`src/rtl/mult32_seq.sv`:
```
`default_nettype none
// ============================================================================
//  Module   : mult32_seq (with helper adder32)
//  Purpose  : Sequential 32x32 -> 64-bit shift-add multiplier supporting
//             unsigned (MULTU) and two's-complement (MULT) operands.
//             Operands are reduced to magnitudes on start, multiplied over
//             32 single-bit iterations through one 32-bit adder, and the
//             product is negated at the end when the result sign is negative.
//  Ports    : clk        - rising-edge clock
//             rst_n      - synchronous active-low reset
//             start      - request pulse; A/B/is_signed sampled on same edge
//             is_signed  - 1 = signed multiply, 0 = unsigned multiply
//             A, B       - multiplicand / multiplier
//             busy       - high while an operation is in progress
//             done       - one-cycle pulse when hi/lo carry a new result
//             hi, lo     - upper / lower 32 bits of the 64-bit product
//  Revision : 1.0 - initial release
// ============================================================================

// ----------------------------------------------------------------------------
//  adder32 : plain 32-bit ripple/carry adder with carry-out flag
// ----------------------------------------------------------------------------
module adder32 (
    input  logic [31:0] A,
    input  logic [31:0] B,
    input  logic        Cin,
    output logic [31:0] S,
    output logic        flgCarry
);

    assign {flgCarry, S} = {1'b0, A} + {1'b0, B} + {32'b0, Cin};

endmodule

// ----------------------------------------------------------------------------
//  mult32_seq : top level
// ----------------------------------------------------------------------------
module mult32_seq #(
    parameter int WIDTH = 32
) (
    input  logic             clk,
    input  logic             rst_n,
    input  logic             start,
    input  logic             is_signed,
    input  logic [WIDTH-1:0] A,
    input  logic [WIDTH-1:0] B,
    output logic             busy,
    output logic             done,
    output logic [WIDTH-1:0] hi,
    output logic [WIDTH-1:0] lo
);

    // Last iteration index: the iteration phase runs counter values 0..31.
    localparam logic [4:0] c_ITER_LAST = 5'd31;

    typedef enum logic [1:0] {
        S_IDLE = 2'd0,
        S_ITER = 2'd1,
        S_FIN  = 2'd2
    } state_t;

    state_t             r_state;
    logic [WIDTH-1:0]   r_mcand;     // multiplicand magnitude
    logic [WIDTH-1:0]   r_mplier;    // multiplier magnitude, consumed LSB first
    logic               r_sign;      // result must be negated in FIN
    logic [WIDTH-1:0]   r_acc_hi;
    logic [WIDTH-1:0]   r_acc_lo;
    logic [4:0]         r_cnt;
    logic               r_busy;
    logic               r_done;
    logic [WIDTH-1:0]   r_hi;
    logic [WIDTH-1:0]   r_lo;

    logic [WIDTH-1:0]   w_a_mag;
    logic [WIDTH-1:0]   w_b_mag;
    logic               w_sign;
    logic [WIDTH-1:0]   w_add_b;
    logic [WIDTH-1:0]   w_sum;
    logic               w_carry;
    logic [2*WIDTH-1:0] w_prod;
    logic [2*WIDTH-1:0] w_result;

    // Magnitudes are taken as unsigned values, so -2^31 becomes 0x80000000
    // (= 2^31) without any overflow concern.
    assign w_a_mag = (is_signed && A[WIDTH-1]) ? (~A + 32'd1) : A;
    assign w_b_mag = (is_signed && B[WIDTH-1]) ? (~B + 32'd1) : B;

    // A zero operand forces a positive sign so there is no negative-zero path.
    assign w_sign  = is_signed & (A[WIDTH-1] ^ B[WIDTH-1]) & (|A) & (|B);

    // Adding zero when the multiplier bit is clear also yields carry = 0, so
    // the shifted-in MSB is correct in both cases.
    assign w_add_b = r_mplier[0] ? r_mcand : '0;

    adder32 u_adder (
        .A        (r_acc_hi),
        .B        (w_add_b),
        .Cin      (1'b0),
        .S        (w_sum),
        .flgCarry (w_carry)
    );

    assign w_prod   = {r_acc_hi, r_acc_lo};
    assign w_result = r_sign ? (~w_prod + 64'd1) : w_prod;

    always_ff @(posedge clk) begin
        if (!rst_n) begin
            r_state  <= S_IDLE;
            r_mcand  <= '0;
            r_mplier <= '0;
            r_sign   <= 1'b0;
            r_acc_hi <= '0;
            r_acc_lo <= '0;
            r_cnt    <= '0;
            r_busy   <= 1'b0;
            r_done   <= 1'b0;
            r_hi     <= '0;
            r_lo     <= '0;
        end else begin
            r_done <= 1'b0;
            case (r_state)
                S_IDLE: begin
                    if (start) begin
                        r_mcand  <= w_a_mag;
                        r_mplier <= w_b_mag;
                        r_sign   <= w_sign;
                        r_acc_hi <= '0;
                        r_acc_lo <= '0;
                        r_cnt    <= '0;
                        r_busy   <= 1'b1;
                        r_state  <= S_ITER;
                    end
                end
                S_ITER: begin
                    // {carry, sum, acc_lo} shifted right by one position.
                    r_acc_hi <= {w_carry, w_sum[WIDTH-1:1]};
                    r_acc_lo <= {w_sum[0], r_acc_lo[WIDTH-1:1]};
                    r_mplier <= {1'b0, r_mplier[WIDTH-1:1]};
                    r_cnt    <= r_cnt + 5'd1;
                    if (r_cnt == c_ITER_LAST) begin
                        r_state <= S_FIN;
                    end
                end
                S_FIN: begin
                    r_hi    <= w_result[2*WIDTH-1:WIDTH];
                    r_lo    <= w_result[WIDTH-1:0];
                    r_done  <= 1'b1;
                    r_busy  <= 1'b0;
                    r_state <= S_IDLE;
                end
                default: begin
                    r_busy  <= 1'b0;
                    r_state <= S_IDLE;
                end
            endcase
        end
    end

    assign busy = r_busy;
    assign done = r_done;
    assign hi   = r_hi;
    assign lo   = r_lo;

endmodule

`default_nettype wire

```
`config.mk`:
```
export PLATFORM = sky130hd
export DESIGN_NAME = mult32_seq
export DESIGN_NICKNAME = d
export VERILOG_FILES = /design/src/rtl/mult32_seq.sv
export SDC_FILE = /design/constraint.sdc
export NUM_CORES = 1
export LEC_CHECK = 0
export BUFFER_PORTS_ARGS = -buffer_cell sky130_fd_sc_hd__buf_2
export CORE_ASPECT_RATIO = 0.6
export CORE_MARGIN = 8
export CORE_UTILIZATION = 40
export CTS_CLUSTER_SIZE = 10
export DETAILED_ROUTE_END_ITERATION = 12
export GPL_TIMING_DRIVEN = 1
export SLEW_MARGIN = 5
export SYNTH_ARGS = -nofsm -noshare
export SYNTH_HDL_FRONTEND = slang
export SYNTH_SLANG_ARGS = --single-unit
```
`constraint.sdc`:
```
create_clock -name clk -period 3.4 [get_ports clk]
set_input_delay 0.17 -clock clk [delete_from_list [all_inputs] [get_ports clk]]
set_output_delay 0.17 -clock clk [all_outputs]
set_load 0.005 [all_outputs]
```
==> flow_metrics.env, run 1 <==
export IMPL_drive_gt1_frac=0.132
export IMPL_yosysWarnings=0
export IMPL_clock_root_buffer="clkbuf_16"
export IMPL_first_pass_iters=9
export IMPL_yosysTopAreaCell="dfxtp_1"
export IMPL_fp_coreArea_sq_mm=0.0286
export IMPL_fp_dieW_um=236
export IMPL_vias=10600
export IMPL_path_clk_slew_ps=60
export IMPL_synthArstFlopShare=0
export IMPL_cts_htree_levels=1
export IMPL_area_delta_synth_final_pct=15.8
export IMPL_finalCritPeriodShare=0.915
export IMPL_pre_cts_ws_ps=330
export IMPL_ys_seq_area_frac=0.348
export IMPL_drt_iter0_markers=878
export IMPL_grt_pass1_vias=10100
export IMPL_instances_no_fill=1891
export IMPL_ys_ff_latch=202
export IMPL_postRouteWirelength_um=33000
export IMPL_switching_share=0.259
export IMPL_synth_top_area_frac=0.348
export IMPL_io_buffers=133
export IMPL_ir_drop_uv=281
export IMPL_fin_skew_ps=18.9
export IMPL_rows=48
export IMPL_overflow=0
export IMPL_pwr_share_seq=0.464
export IMPL_worstPathRequired_ps=3770
export IMPL_yosysMostFrequentCell="dfxtp_1"
export IMPL_cap_violations=0
export IMPL_startpoint_type="register"
export IMPL_layout_min_cycle_time_ps=3110
export IMPL_slew_violations=0
export IMPL_dp_hpwl_um=24000
export IMPL_hp_class="input port to register"
export IMPL_nets=1618
export IMPL_grt_max_degree=78
export IMPL_dp_cells=1841
export IMPL_clock_latency_ps=540
export IMPL_placed_area_sq_mm=0.0126
export IMPL_viasPerCell=5.61
export IMPL_fin_ws_ps=289
export IMPL_max_clock_freq_mhz=321
export IMPL_cts_tree="built"
export IMPL_setup_worst_path_end_class="register"
export IMPL_rsz0062_at_grt="false"
export IMPL_tightestPinTransition_ps=1000
export IMPL_ys_flop_type="dfxtp_1"
export IMPL_p_per_area_mw_per_mm2=398
export IMPL_numCtsBuffers=24
export IMPL_power_leakage_nw=5.83
export IMPL_p_int_mw=3.97
export IMPL_outcome="finished clean"
export IMPL_path_class="register to register"
export IMPL_setup_violations=0
export IMPL_relSlewSlack=0.329
export IMPL_syn_area_sq_mm=0.0116
export IMPL_io_pins=134
export IMPL_ctsLongestPathBuffers=3
export IMPL_r2r_slack_ps=290
export IMPL_grt_pass1_wl_um=53500
export IMPL_p_switching_mw=1.39
export IMPL_diodes=0
export IMPL_finish_utilization=0.469
export IMPL_setup_tns_ps=0
export IMPL_ant_nets=0
export IMPL_clock_sinks=202
export IMPL_synthCells=1403
export IMPL_crit_fanout=7
export IMPL_grt_total_usage=0.182
export IMPL_die_y_um=148
export IMPL_synth_edff_count=0
export IMPL_ys_types=57
export IMPL_initial_core_util=0.405
export IMPL_drc=0
export IMPL_gp_congestion=0.848
export IMPL_post_cts_buffers=0
export IMPL_grt_antenna_before_repair=1
export IMPL_ys_top_cells_by_count="202 x dfxtp_1, 173 x nand2_1, 131 x o21ai_0"
export IMPL_worstPathArrival_ps=3480
export IMPL_hold_violations=0
export IMPL_wire_per_inst_um=17.4
export IMPL_pwr_share_clk=0.424
export IMPL_synth_area_leaders="dfxtp_1 35%, xor2_1 7.0%, o21ai_0 5.6%, nand2_1 5.6%, ha_1 4.0%"
export IMPL_die_area_sq_mm=0.0349
export IMPL_synth_nets=1509
export IMPL_fin_area_sq_mm=0.0134
export IMPL_syn_avg_cell_area_sq_um=8.27
export IMPL_p_comb_frac=0.111
layout make-up:
| type | count | area (sq um) |
|---|---|---|
| clock buffer | 28 | 626 |
| clock inverter | 2 | 35.0 |
| fill | 2868 | 15200 |
| inverter | 16 | 60.1 |
| multi-input combinational | 1095 | 7190 |
| sequential | 202 | 4050 |
| tap | 375 | 469 |
| timing repair buffer | 173 | 1020 |
sequential cells by signal (all words and copies together) (netlist names):
signal / flops
r_mplier: 32
r_sign: 1
r_state: 2
done: 1
r_mcand: 32
lo: 32
r_acc_hi: 32
r_cnt: 5
hi: 32
busy: 1
r_acc_lo: 32
kinds of logic (layout without fill, tap and decap cells):
| family | after synthesis | after routing | share of synthesized area |
|---|---|---|---|
| DFF | 202 | 202 | 0.348 |
| and+or+nand+nor | 484 | 484 | 0.212 |
| buffers and inverters | 106 | 219 | 0.0349 |
| adders and majority gates | 38 | 38 | 0.0416 |
| AOI/OAI and AO/OA | 430 | 430 | 0.255 |
| xor gates and xnor gates | 143 | 143 | 0.108 |
per-stage QoR:
stage	hold slack [ps]	power (mW)
2_1_floorplan	272	2.92
6_report	17.9	5.36
4_1_cts	3.73	5.44
3_5_place_dp	411	3.12
5_1_grt	15.6	5.62
3_3_place_gp	411	3.11
path summary, 6_finish.rpt:
kind / to / startpoint / cells past startpoint
setup / recovery: hi[25]$_SDFFE_PN0P_ / r_acc_lo[27]$_SDFFE_PN0P_ / 8
hold / removal: r_mcand[16]$_SDFFE_PN0P_ / A[16] / 4
setup reg to reg: hi[25]$_SDFFE_PN0P_ / r_acc_lo[27]$_SDFFE_PN0P_ / 8
hold reg to reg: hi[14]$_SDFFE_PN0P_ / hi[14]$_SDFFE_PN0P_ / 2
power groups by stage:
stage / clock network [mW] / logic, mW / registers, mW
2_1_floorplan: 0 / 0.404 / 2.52
3_3_place_gp: 0 / 0.569 / 2.54
3_5_place_dp: 0 / 0.578 / 2.54
4_1_cts: 2.35 / 0.597 / 2.49
5_1_grt: 2.46 / 0.665 / 2.50
6_report: 2.27 / 0.595 / 2.49
cells in the final DEF (no fill, tap or decap), types with 42 or more instances in the layout:
cell,count
a21oi_1,66
a22oi_1,42
buf_2,132
dfxtp_1,201
nand2_1,173
nor2_1,55
nor2b_1,71
o211a_1,43
o21ai_0,131
xnor2_1,50
xor2_1,93
worst max-delay path, cell delays in order, from the launching register on:
cell and delay [ps]:
dfxtp_1 370, or4_4 580, or4_4 510, nor4_1 290, buf_4 200, nand4_1 150
o41ai_1 530, xor2_1 210, o21ai_0 90
layer usage:
layer | GRT usage | wire, um
met5 | 0 | 0
met4 | 0.0328 | 548
met3 | 0.0342 | 1530
met2 | 0.283 | 14100
met1 | 0.261 | 16700
timing repair:
item,4_1_cts,5_1_grt
hold buffers,20,0
setup endpoints to repair,0,0
gates resized for setup,0,0
endpoints found under the hold margin,20,0
No activity file was read; power rests on OpenSTA's default activity.
==> inputs of run 2 (changes only) <==
- clock period: 3.4 -> 3.7 ns (I/O delays scaled with it)
==> flow_metrics.env, run 2 (synthesis gave the netlist of run 1 again) <==
export IMPL_multiInputGateArea_sq_mm=0.00719
export IMPL_max_clock_freq_mhz=301
export IMPL_min_delay_path_depth=3
export IMPL_path_cells="or4_4 > or4_4 > nor4_1 > buf_4 > nand4_1 > o41ai_1 > xor2_1 > o21ai_0"
export IMPL_instances_no_fill=1885
export IMPL_hold_violations=0
export IMPL_hp_class="input port to register"
export IMPL_relSlewSlack=0.409
export IMPL_slowest_stage="or4_4"
export IMPL_finalCritPeriodShare=0.897
export IMPL_first_pass_iters=8
export IMPL_cts_tree="built"
export IMPL_setup_worst_path_end_class="register"
export IMPL_fin_skew_ps=33.2
export IMPL_diodes=0
export IMPL_startpoint_type="register"
export IMPL_clock_latency_ps=550
export IMPL_path_clk_slew_ps=60
export IMPL_finish_utilization=0.468
export IMPL_tightestPinTransition_ps=886
export IMPL_slew_violations=0
export IMPL_area_delta_synth_final_pct=15.6
export IMPL_vias=10600
export IMPL_clock_sinks=202
export IMPL_worstReg2RegEnd="hi[25]$_SDFFE_PN0P_"
export IMPL_crit_top_cell="or4_4"
export IMPL_r2r_start="r_acc_lo[27]$_SDFFE_PN0P_"
export IMPL_slowest_delay_ps=580
export IMPL_layout_common_cells="201 x dfxtp_1, 173 x nand2_1, 132 x buf_2"
export IMPL_die_area_sq_mm=0.0349
export IMPL_ir_drop_uv=277
export IMPL_drc=0
export IMPL_grt_pass1_vias=10200
export IMPL_clock_root_buffer="clkbuf_16"
export IMPL_wire_per_inst_um=17.4
export IMPL_p_per_area_mw_per_mm2=367
export IMPL_r2r_slack_ps=380
export IMPL_power_mw=4.93
export IMPL_grt_antenna_before_repair=0
export IMPL_outcome="finished clean"
export IMPL_nets=1613
export IMPL_worstPathRequired_ps=4090
export IMPL_dp_hpwl_um=24000
export IMPL_die_y_um=148
export IMPL_final_common_cell="dfxtp_1"
export IMPL_ant_nets=0
export IMPL_grt_total_usage=0.182
export IMPL_fp_coreArea_sq_mm=0.0286
export IMPL_path_class="register to register"
export IMPL_fin_ws_ps=379
export IMPL_cts_htree_levels=1
export IMPL_grt_max_degree=78
export IMPL_hold_end="r_mcand[26]$_SDFFE_PN0P_"
export IMPL_worstHoldStart="A[26]"
export IMPL_gp_congestion=0.865
export IMPL_regArea_sq_mm=0.00405
export IMPL_grt_pass1_wl_um=54000
export IMPL_initial_core_util=0.405
export IMPL_dp_cells=1841
export IMPL_io_buffers=133
export IMPL_rows=48
export IMPL_cap_violations=0
export IMPL_reg2reg_depth=8
export IMPL_ctsLongestPathBuffers=3
export IMPL_rsz0062_at_grt="false"
export IMPL_worstPathArrival_ps=3710
export IMPL_setup_violations=0
export IMPL_viasPerCell=5.61
export IMPL_crit_fanout=7
export IMPL_fp_dieW_um=236
export IMPL_io_pins=134
export IMPL_setup_tns_ps=0
export IMPL_numCtsBuffers=24
export IMPL_fill_cells=2861
export IMPL_layout_min_cycle_time_ps=3320
export IMPL_timing_hold_ws_ps=23.4
export IMPL_power_leakage_nw=5.82
export IMPL_overflow=0
export IMPL_drt_iter0_markers=900
export IMPL_pre_cts_ws_ps=488
export IMPL_fin_area_sq_mm=0.0134
export IMPL_placed_area_sq_mm=0.0126
export IMPL_drive_gt1_frac=0.133
export IMPL_postRouteWirelength_um=32700
## run 2: changes by cell type in the layout (fill, tap and decap cells not counted)
| cell | change |
|---|---|
| buf_12 | +1 |
| clkbuf_8 | +1 |
| buf_4 | -1 |
| clkbuf_1 | -2 |
| dlygate4sd3_1 | -5 |
## run 2: critical path: cells and delay by family (launching register included)
family / cells / cell delay (ps)
AOI/OAI and AO/OA: 2 / 630
xor gates and xnor gates: 1 / 200
buffers and inverters: 1 / 230
DFF: 1 / 370
and+or+nand+nor: 4 / 1730
## run 2: what timing repair did
item                       4_1_cts  5_1_grt
hold buffers                    15        0
hold endpoints to repair        16        0
resized for setup                0        0
setup endpoints to repair        0        0
buffers inserted                 0        0
## run 2: worst max path at each step
| stage | start | end | slack, ps |
|---|---|---|---|
| after detailed placement | r_acc_lo[27]$_SDFFE_PN0P_ | hi[25]$_SDFFE_PN0P_ | 490 |
| final | r_acc_lo[27]$_SDFFE_PN0P_ | hi[25]$_SDFFE_PN0P_ | 380 |
| after floorplan | r_acc_lo[27]$_SDFFE_PN0P_ | hi[22]$_SDFFE_PN0P_ | 800 |
| after global routing | r_acc_lo[2]$_SDFFE_PN0P_ | hi[25]$_SDFFE_PN0P_ | 160 |
| after global placement | r_acc_lo[27]$_SDFFE_PN0P_ | hi[25]$_SDFFE_PN0P_ | 450 |
| after CTS | r_acc_lo[27]$_SDFFE_PN0P_ | hi[25]$_SDFFE_PN0P_ | 440 |
## run 2: per-layer routing
metal / routed length (um) / track usage / vias to the layer above
li1: - / - / 5287
met1: 16200 / 0.260 / 5013
met2: 14200 / 0.285 / 230
met3: 1760 / 0.0350 / 44
met4: 523 / 0.0325 / 0
met5: 0 / 0 / -
## run 2: cell type report
type / instances / share of cell area
clock buffer: 27 / 0.0471
sequential: 202 / 0.302
timing repair buffer: 168 / 0.0731
tap: 375 / 0.0350
inverter: 16 / 0.00448
clock inverter: 2 / 0.00261
multi-input combinational: 1095 / 0.536
## run 2: power by group
| part | switching (mW) | leakage (nW) | internal (mW) |
|---|---|---|---|
| Clock | 0.902 | 0.327 | 1.20 |
| Sequential | 0.0459 | 1.64 | 2.24 |
| Combinational | 0.323 | 3.85 | 0.219 |
| Total | 1.27 | 5.82 | 3.66 |
